### src/rtl/ixu_pkg.sv
// ixu_pkg -- shared definitions for the IXU issue controller.
// Holds the accepted opcode constants, the NOP encoding, the controller state
// enum and helpers that pull RV32 fields out of an instruction word.
package ixu_pkg;

  localparam logic [6:0]  OPC_R = 7'b0110011;
  localparam logic [6:0]  OPC_I = 7'b0010011;
  localparam logic [31:0] NOP   = 32'h0;

  typedef enum logic [1:0] {
    ST_EMPTY  = 2'd0,
    ST_HAZARD = 2'd1,
    ST_ISSUE  = 2'd2
  } state_t;

  function automatic logic [6:0] f_opc(input logic [31:0] inst);
    return inst[6:0];
  endfunction

  function automatic logic [4:0] f_rd(input logic [31:0] inst);
    return inst[11:7];
  endfunction

  function automatic logic [4:0] f_rs1(input logic [31:0] inst);
    return inst[19:15];
  endfunction

  function automatic logic [4:0] f_rs2(input logic [31:0] inst);
    return inst[24:20];
  endfunction

  function automatic logic is_legal(input logic [31:0] inst);
    return (f_opc(inst) == OPC_R) || (f_opc(inst) == OPC_I);
  endfunction

  // x0 is excluded explicitly so a stray bit 0 can never stall anything.
  function automatic logic has_hazard(input logic [31:0] inst, input logic [31:0] busy);
    logic h;
    h = 1'b0;
    if (f_rs1(inst) != 5'd0 && busy[f_rs1(inst)]) h = 1'b1;
    if (f_opc(inst) == OPC_R && f_rs2(inst) != 5'd0 && busy[f_rs2(inst)]) h = 1'b1;
    if (f_rd(inst) != 5'd0 && busy[f_rd(inst)]) h = 1'b1;
    return h;
  endfunction

endpackage

### src/rtl/ixu_scoreboard.sv
// ixu_scoreboard -- registered busy bit per architectural register.
// Ports: clk, rst_n; set_en/set_idx mark a register pending (issue);
// clr_en/clr_idx release it (writeback); busy_vec is the registered result.
// A set and clear of the same index in one cycle leaves the bit set.
module ixu_scoreboard (
  input  logic        clk,
  input  logic        rst_n,
  input  logic        set_en,
  input  logic [4:0]  set_idx,
  input  logic        clr_en,
  input  logic [4:0]  clr_idx,
  output logic [31:0] busy_vec
);

  logic [31:0] busy_q;
  logic [31:0] busy_d;

  always_comb begin
    busy_d = busy_q;
    if (clr_en) busy_d[clr_idx] = 1'b0;
    if (set_en) busy_d[set_idx] = 1'b1;
    busy_d[0] = 1'b0;
  end

  always_ff @(posedge clk or negedge rst_n) begin
    if (!rst_n) busy_q <= 32'h0;
    else        busy_q <= busy_d;
  end

  assign busy_vec = busy_q;

endmodule

### src/rtl/ixu_issue_ctrl.sv
// ixu_issue_ctrl -- single-slot issue buffer with a register scoreboard.
// Ports: clk, rst_n; in_valid/in_ready/in_inst upstream handshake;
// iss_valid/iss_ready/iss_inst towards the IXU; wb_valid/wb_rd writeback;
// flush discards the held instruction; busy_vec scoreboard; stall_cnt
// saturating HAZARD cycle count; err_illegal one-cycle drop pulse.
//
// state     | meaning
// ----------+-----------------------------------------------
// ST_EMPTY  | nothing held, ready for a new instruction
// ST_HAZARD | instruction held, an operand or dest is busy
// ST_ISSUE  | instruction held and presented (iss_valid=1)
module ixu_issue_ctrl
  import ixu_pkg::*;
#(
  parameter int STALL_CNT_W = 16
) (
  input  logic                   clk,
  input  logic                   rst_n,
  input  logic                   in_valid,
  output logic                   in_ready,
  input  logic [31:0]            in_inst,
  output logic                   iss_valid,
  input  logic                   iss_ready,
  output logic [31:0]            iss_inst,
  input  logic                   wb_valid,
  input  logic [4:0]             wb_rd,
  input  logic                   flush,
  output logic [31:0]            busy_vec,
  output logic [STALL_CNT_W-1:0] stall_cnt,
  output logic                   err_illegal
);

  state_t                 state_q, state_d;
  logic [31:0]            held_q;
  logic                   err_q;
  logic [STALL_CNT_W-1:0] stall_q;

  logic        accept, new_ok, bad_drop, issue_fire, set_en;
  logic [31:0] busy_la;

  assign accept     = in_valid && in_ready;
  assign new_ok     = accept && (in_inst != NOP) && is_legal(in_inst);
  assign bad_drop   = accept && (in_inst != NOP) && !is_legal(in_inst);
  assign issue_fire = iss_valid && iss_ready && !flush;
  assign set_en     = issue_fire && (f_rd(held_q) != 5'd0);
  // A newly accepted instruction must also see the dest being set this cycle.
  assign busy_la    = busy_vec | (set_en ? (32'd1 << f_rd(held_q)) : 32'd0);

  ixu_scoreboard u_sb (
    .clk      (clk),
    .rst_n    (rst_n),
    .set_en   (set_en),
    .set_idx  (f_rd(held_q)),
    .clr_en   (wb_valid),
    .clr_idx  (wb_rd),
    .busy_vec (busy_vec)
  );

  always_ff @(posedge clk or negedge rst_n) begin
    if (!rst_n) begin
      state_q <= ST_EMPTY;
      held_q  <= 32'h0;
      err_q   <= 1'b0;
      stall_q <= '0;
    end else begin
      state_q <= state_d;
      if (new_ok) held_q <= in_inst;
      err_q <= bad_drop;
      if (state_q == ST_HAZARD && stall_q != '1) stall_q <= stall_q + 1'b1;
    end
  end

  // Held-instruction hazards use busy_vec only, so a writeback releases the
  // stall one cycle after it lands in the scoreboard.
  always_comb begin
    state_d = state_q;
    if (flush) begin
      state_d = ST_EMPTY;
    end else if (new_ok) begin
      state_d = has_hazard(in_inst, busy_la) ? ST_HAZARD : ST_ISSUE;
    end else begin
      case (state_q)
        ST_EMPTY:  state_d = ST_EMPTY;
        ST_HAZARD: state_d = has_hazard(held_q, busy_vec) ? ST_HAZARD : ST_ISSUE;
        ST_ISSUE:  state_d = issue_fire ? ST_EMPTY : ST_ISSUE;
        default:   state_d = ST_EMPTY;
      endcase
    end
  end

  always_comb begin
    iss_valid = (state_q == ST_ISSUE);
    in_ready  = rst_n && !flush && ((state_q == ST_EMPTY) || (iss_valid && iss_ready));
  end

  assign iss_inst    = held_q;
  assign stall_cnt   = stall_q;
  assign err_illegal = err_q;

endmodule

### config.mk
export PLATFORM = sky130hd
export DESIGN_NAME = ixu_issue_ctrl
export DESIGN_NICKNAME = d
export VERILOG_FILES = /design/src/rtl/ixu_pkg.sv /design/src/rtl/ixu_scoreboard.sv /design/src/rtl/ixu_issue_ctrl.sv
export SDC_FILE = /design/constraint.sdc
export NUM_CORES = 1
export LEC_CHECK = 0
export ABC_CLOCK_PERIOD_IN_PS = 4900
export BUFFER_PORTS_ARGS = -buffer_cell sky130_fd_sc_hd__clkbuf_2
export CORE_AREA = 5 5 122 135
export CTS_CLUSTER_SIZE = 16
export DETAILED_ROUTE_END_ITERATION = 16
export DIE_AREA = 0 0 127 140
export HOLD_SLACK_MARGIN = 0.05
export SKIP_CTS_REPAIR_TIMING = 1
export SLEW_MARGIN = 20
export SYNTH_ARGS = -nofsm -noshare
export SYNTH_HDL_FRONTEND = slang
export SYNTH_HIERARCHICAL = 1
export SYNTH_SLANG_ARGS = --single-unit
### constraint.sdc
create_clock -name clk -period 4.9 [get_ports clk]
set_input_delay 0.49 -clock clk [delete_from_list [all_inputs] [get_ports clk]]
set_output_delay 0.49 -clock clk [all_outputs]
set_load 0.01 [all_outputs]
==> impl_results.md, run 1 <==
- Status: complete, no violations
- Final-report hold violation count: 0
- Final WL: 20900 um
- Final WS setup: 1810 ps
- Most frequent cell after synthesis: nand2_1
- Max cap viols: 0
- Compound-Gate Fraction of Synth Area: approximately a fifth
- Worst EP required: 5170 ps
- Part of the cycle the worst path needs: between 60 and 70%
- Flops & latches, synth: 82
- Post-synth EDFFs: 0
- Main combinational cell family by area after synthesis: simple AND/OR/NAND/NOR gates
- Hold Crit Class: input port to asynchronous set/reset pin
- Leak pwr: 2.87 nW
- First-pass GRT wire length: about 33000 um
- CTS buffer count: 9
- Xor/xnor share of the synthesized area: 2.10%
- Yosys warning total: 6
- Post-route ant nets: 0
- Max IR drop VDD: 0.128 mV
- CTS Sinks: between 80 and 90
- Die height: ~140 um
- Post-synth top cells: 86 x nand2_1, 82 x dfrtp_1, 50 x o21ai_0
- Setup crit end: state_q[1]
- Clk_skew: 7.33 ps
- Sequential fraction of the synthesis area: 35.2%
- Number of global-route vias before repair: 5663
- Largest net degree at the start of global routing: 53
- Placement Rows: 47
- Final setup violation count: 0
- Fill count: around 1500
- Adder-Cell Fraction of Synth Area: 0.859%
- # IOs: ~130
- Die X: 127 um
- Clock root buffer: clkbuf_16
- Clock latency on the worst-skew pair: 350 ps
- Ys flop type: dfrtp_1
- Power Density: 246 nW/um2
- CP Data Arrival Time: around 3400 ps
- Port Buf Inserts: 124
- N_diodes: 0
- F_max: ~320 MHz
- Relative slew slack: 38.9%
- Slew @ Worst Pin: 916 ps
- Placed cell areas: around 6400 um2
- Die area: between 15000 and 20000 um2
- RSZ-0062 raised after global routing: no
- Clk slew on worst S/H paths: roughly 70 ps
- H-tree Lvls: 3
- Post-Synthesis Cell Area: about 5800 um2
- Mapped Cells: around 620
- Setup crit end kind: register
- Placeable Area: 14900 um2
- Initial DRC count: 433
- Remaining global-route overflow: 0
- Yosys top cell area share: 35.2%
- DRC errors left: 0
- RePlAce Congestion: ~1.0
- Crit path time final: 3090 ps
- Origin of the worst setup path: iss_inst[7]
- Final HPWL DP: between 15000 and 20000 um
- Ys async rst share: 100%
- Via count: 5817
- P&R area growth vs syn: 16.1%
- Worst Reg-to-Reg Cells: 7
- Synth Net Count: between 600 and 700
- Antenna violations before repair: 0
- R2r endpoint: state_q[1]
- Setup TNS: 0 ps
- Final instance area: 6770 um2
- Synth top area cells: dfrtp_1 35%, mux4_2 9.3%, nand2_1 5.5%, o21ai_0 4.3%, mux2i_1 3.4%
- Final net count: 764
- Wire per inst: 22.7 um
- Avg Synthesized Cell Area: 9.35 um2
- Critical Path Fanout Max: 26
- CP Class: register to register
- R2R Setup Slk: 1810 ps
- CTS tree: yes
- Synth area leader: dfrtp_1
- Mux contribution to synthesized area: 13.9%
- Vias/cell: 6.34
- CTS max path bufs: 2
- Simple-gate area share of the yosys netlist: around 22%
- GRT Total Usage: 23.4%
- Drt first pass iters: 5
- Share of post-route cells with drive strength above 1: a little over a quarter
- Setup WS pre-CTS: 1880 ps
- Final Slew Violations: 0
- CP Launch Type: register
- Starting Density: roughly two fifths
- Yosys cell types: 73
- Reg-to-Reg Start: iss_inst[7]
-- metrics by stage --
stage / std cells / hold slack [ps] / power, W / util [%]
after global routing: 918 / 106 / 0.00173 / 45.3
after detailed placement: 902 / 464 / 0.000915 / 43.1
after global placement: 902 / 459 / 0.000913 / 43.1
final: 918 / 75.8 / 0.00166 / 45.3
after floorplan: 623 / 194 / 0.000833 / -
after CTS: 918 / 82.6 / 0.00168 / 45.3
-- power by group --
part           leakage [nW]  total, W  internal, W  switching, W
logic                  1.58  0.000186    0.0000696      0.000116
registers              1.13  0.000719     0.000690     0.0000292
clock network         0.159  0.000759     0.000455      0.000304
-- worst max-delay path: stages, from the launching register on --
cell and delay, ps:
dfrtp_1 950, mux4_2 590, inv_1 60, a2111oi_0 100, nor4bb_1 740, a41o_2 320, nand3_1 70, o2bb2ai_1 180
-- worst min-delay path by stage --
stage                    end  slack [ps]  depth (start not counted)
2_1_floorplan    err_illegal         190                          0
3_3_place_gp    iss_inst[24]         460                          1
3_5_place_dp   stall_cnt[11]         460                          1
4_1_cts        stall_cnt[11]          80                          1
5_1_grt        stall_cnt[11]         110                          1
6_report       stall_cnt[11]          80                          1
-- state kept, by name, summed over array words and instances, names as in the netlist --
signal / cells
iss_inst: 32
u_sb/busy_vec: 31
stall_cnt: 16
state_q: 2
err_illegal: 1
-- per-layer routing --
layer,vias to the layer above,track usage (%),wire (um)
met5,-,0,0
met4,0,10.8,802
met3,57,3.88,1520
met2,286,37.2,9690
met1,2922,31.2,8870
li1,2552,-,-
-- layout make-up --
| type | count | area (um2) | share of cell area [%] |
|---|---|---|---|
| multi-input combinational | 480 | 3430 | 50.6 |
| clock buffer | 9 | 225 | 3.33 |
| timing repair buffer | 128 | 653 | 9.65 |
| sequential | 82 | 2050 | 30.3 |
| inverter | 16 | 60.1 | 0.887 |
| clock inverter | 7 | 105 | 1.55 |
| tap | 196 | 245 | 3.62 |
-- placed cells by master (no fill, tap or decap), types with 5 or more instances in the layout --
master | netlist | routed
mux2i_1 | 20 | 20
buf_4 | 3 | 5
a21oi_1 | 31 | 31
nand4_1 | 13 | 13
a21oi_2 | 5 | 5
and2_1 | 5 | 5
clkbuf_2 | 1 | 123
nand2_1 | 86 | 86
nor2b_1 | 9 | 9
nand3b_1 | 16 | 16
a2111oi_0 | 12 | 12
nand3_1 | 17 | 17
o21ai_1 | 25 | 25
nor2_1 | 19 | 19
mux2_2 | 6 | 6
o21ai_0 | 50 | 50
mux4_2 | 24 | 24
nand2b_1 | 7 | 7
inv_1 | 15 | 15
dfrtp_1 | 82 | 82
nand4b_1 | 6 | 6
a211oi_1 | 17 | 17
o22ai_1 | 7 | 7
or3_1 | 5 | 5
clkbuf_16 | 0 | 9
nor3_1 | 10 | 10
nor4_1 | 8 | 8
xnor2_1 | 11 | 11
-- kinds of logic (layout without fill, tap and decap cells) --
family	after synthesis	in the layout
AO/OA/AOI/OAI	183	183
other	1	1
AND/OR/NAND/NOR	228	228
multiplexers	50	50
adder cells (fa/ha/maj)	4	4
XOR/XNOR	14	14
buffers and inverters	61	160
flip-flops	82	82
No activity file was read; power rests on OpenSTA's default activity.
==> run 2: changes to the inputs <==
--- a/config.mk
+++ b/config.mk
@@ -5,12 +5,13 @@
 export SDC_FILE = /design/constraint.sdc
 export NUM_CORES = 1
 export LEC_CHECK = 0
-export ABC_CLOCK_PERIOD_IN_PS = 4900
+export ABC_AREA = 1
+export ABC_CLOCK_PERIOD_IN_PS = 2600
 export BUFFER_PORTS_ARGS = -buffer_cell sky130_fd_sc_hd__clkbuf_2
-export CORE_AREA = 5 5 122 135
+export CORE_AREA = 5 5 124 138
 export CTS_CLUSTER_SIZE = 16
 export DETAILED_ROUTE_END_ITERATION = 16
-export DIE_AREA = 0 0 127 140
+export DIE_AREA = 0 0 129 143
 export HOLD_SLACK_MARGIN = 0.05
 export SKIP_CTS_REPAIR_TIMING = 1
 export SLEW_MARGIN = 20
==> constraint.sdc (replaced) <==
create_clock -name clk -period 2.6 [get_ports clk]
set_input_delay 0.26 -clock clk [delete_from_list [all_inputs] [get_ports clk]]
set_output_delay 0.26 -clock clk [all_outputs]
set_load 0.01 [all_outputs]
==> impl_results.md, run 2 <==
- Power Density: 448 nW/um2 (+82%)
- Die height: 143 um (+2.1%)
- Vias/cell: 5.56 (-12%)
- Post-synth EDFFs: 0 (unchanged)
- Placeable Area: 15500 um2 (+3.7%)
- Leak pwr: 3.79 nW (+32%)
- Hold Path End: state_q[0]
- Initial DRC count: 577 (+33%)
- Crit path time final: 2390 ps (-695 ps)
- Synth top area cells: dfrtp_1 34%, nand2_1 17%, nand3_1 14%, inv_1 5.2%, o21ai_0 5.1%
- Area taken by multi-input logic gates: 3560 um2 (+3.9%)
- DRC errors left: 0 (unchanged)
- WL met3: 1810 um (+19%)
- R2R Setup Slk: 210 ps (-1610 ps)
- Largest net degree at the start of global routing: 45 (-15%)
- Hold Crit Class: input port to register
- Starting Density: 39.5% (+0.50 points)
- Drt first pass iters: 5 (unchanged)
- Slew @ Worst Pin: 689 ps (-227 ps)
- Clock root buffer: clkbuf_16
- Share of post-route cells with drive strength above 1: 20.7% (-5.9 points)
- Hold path start: flush
- Mapped Cells: 940 (+51%)
- Max IR drop VDD: 0.268 mV (+110%)
- Hold path depth: 2
- Worst Reg-to-Reg Cells: 18 (+11)
- Clock latency on the worst-skew pair: 360 ps (about the same)
- Origin of the worst setup path: state_q[0]
- Metal2 WL: 11300 um (+17%)
- Sequential fraction of the synthesis area: 33.5% (-1.7 points)
- Ys async rst share: 100% (unchanged)
- Clk slew on worst S/H paths: 60 ps (about the same)
- Reg-to-Reg Start: state_q[0]
- Die area: 18400 um2 (+3.8%)
- CTS max path bufs: 2 (unchanged)
- Final HPWL DP: 18100 um (+18%)
- Most frequent cell after synthesis: nand2_1
- GRT Total Usage: 26.2% (+2.8 points)
- CP Class: register to register
- R2r endpoint: state_q[1]
- Number of global-route vias before repair: 6909 (+22%)
- # IOs: 126 (unchanged)
- M1 WL: 9410 um (+6.1%)
- P&R area growth vs syn: 21.6%
- Status: complete, no violations
- Most common cell after layout, fill and taps aside: nand2_1
- Final instance area: 7440 um2 (+10%)
- Placement Rows: 48 (+2.1%)
- CTS tree: yes
- Post-route total power: 0.00333 W (+100%)
- Die X: 129 um (+1.6%)
- Max cap viols: 0 (unchanged)
- Final-report hold violation count: 0 (unchanged)
- CP Launch Type: register
- Flops & latches, synth: 82 (unchanged)
- First-pass GRT wire length: 37500 um (+14%)
- RePlAce Congestion: 0.993 (-3.3%)
- CTS buffer count: 9 (unchanged)
- Final net count: 1124 (+47%)
- Post-synth top cells: 277 x nand2_1, 174 x nand3_1, 85 x inv_1
- Final WL: 24000 um (+15%)
- Most frequent cells in the layout: 277 x nand2_1, 174 x nand3_1, 123 x clkbuf_2, 85 x inv_1, 81 x dfrtp_1
- Post-Synthesis Cell Area: 6120 um2 (+5.1%)
- Remaining global-route overflow: 0 (unchanged)
- N_diodes: 0 (unchanged)
- Avg Synthesized Cell Area: 6.51 um2 (-30%)
- Yosys top cell area share: 33.5% (-1.7 points)
- CTS Sinks: 82 (unchanged)
- Post-route ant nets: 0 (unchanged)
- Critical Path Fanout Max: 3 (-88%)
- Synth area leader: dfrtp_1
- RSZ-0062 raised after global routing: no
- Antenna violations before repair: 0 (unchanged)
- Via count: 7129 (+23%)
- Final setup violation count: 0 (unchanged)
- Top layer reached by signal wires: met4
- Setup TNS: 0 ps (unchanged)
- Port Buf Inserts: 124 (unchanged)
- Max reg flops: 32 (unchanged)
- Reg area: 2050 um2 (about the same)
- Relative slew slack: 53.7% (+15 points)
- Worst EP required: 2850 ps (-2320 ps)
- Clk_skew: 8.59 ps (+1.26 ps)
- Setup crit end kind: register
- CP Data Arrival Time: 2640 ps (-710 ps)
- Wire per inst: 18.7 um (-18%)
- Ys flop type: dfrtp_1
- Placed cell areas: 7030 um2 (+9.2%)
- H-tree Lvls: 3 (unchanged)
- Yosys warning total: 6 (unchanged)
- Part of the cycle the worst path needs: 92.0% (+29 points)
- Fill count: 1655 (+11%)
- F_max: 418 MHz (+29%)
- Synth Net Count: 987 (+47%)
- Final Slew Violations: 0 (unchanged)
- Yosys cell types: 42 (-42%)
-- run 2: power by group --
group,internal (W),switching (W)
registers,0.00131,0.0000463
clock network,0.000845,0.000554
logic,0.000186,0.000398
-- run 2: worst max-delay path, cell delays in order (launching register included) --
cell and delay [ps]:
dfrtp_1 380, inv_1 80, ha_1 160, nand2_1 70, nor2_1 140, buf_4 170
nand2_1 80, o21ai_1 390, nand2_1 100, nand3_1 100, nand3_1 60, nand3_1 100
nand2_1 70, nand2_1 60, nand3_1 90, nand3_2 80, nand2_2 60, nand2_1 70
nor2_2 30
-- run 2: area by class of cell --
class	count	share of cell area, %
multi-input combinational	726	47.8
timing repair buffer	159	11.9
inverter	99	4.99
sequential	82	27.6
clock inverter	6	1.23
clock buffer	10	3.08
tap	200	3.36
-- run 2: kinds of logic (layout without fill, tap and decap cells) --
family,count (synthesis),in the layout,share of synthesized area [%]
AND/OR/NAND/NOR,566,567,42.2
AO/OA/AOI/OAI,138,138,12.3
buffers and inverters,133,274,8.79
flip-flops,82,82,33.5
XOR/XNOR,15,15,2.15
adder cells (fa/ha/maj),4,4,0.817
other,1,1,0.0612
multiplexers,1,1,0.184
-- run 2: per-layer routing --
layer | global-route usage (%) | up-vias
met5 | 0 | -
met4 | 15.3 | 0
met3 | 3.82 | 95
met2 | 43.6 | 340
met1 | 32.2 | 3299
li1 | - | 3395
-- run 2: how the worst max path moves through the flow --
stage | endpoint | slack, ps | cells past startpoint
global placement | state_q[1] | 140 | 16
finish | state_q[1] | 210 | 18
CTS | state_q[1] | 90 | 16
detailed placement | state_q[1] | 110 | 16
global route | state_q[1] | 20 | 19
floorplan | state_q[1] | 540 | 18
-- run 2: stage by stage --
step                      utilization [%]  hold slack (ps)  worst slack, ps  instances
after detailed placement             45.4              405              110       1257
after CTS                            47.5             14.1             94.5       1273
after floorplan                         -            -35.6              536        940
after global placement               45.4              397              141       1257
after global routing                 48.0             84.1             24.8       1282
final                                48.0             87.8              207       1282
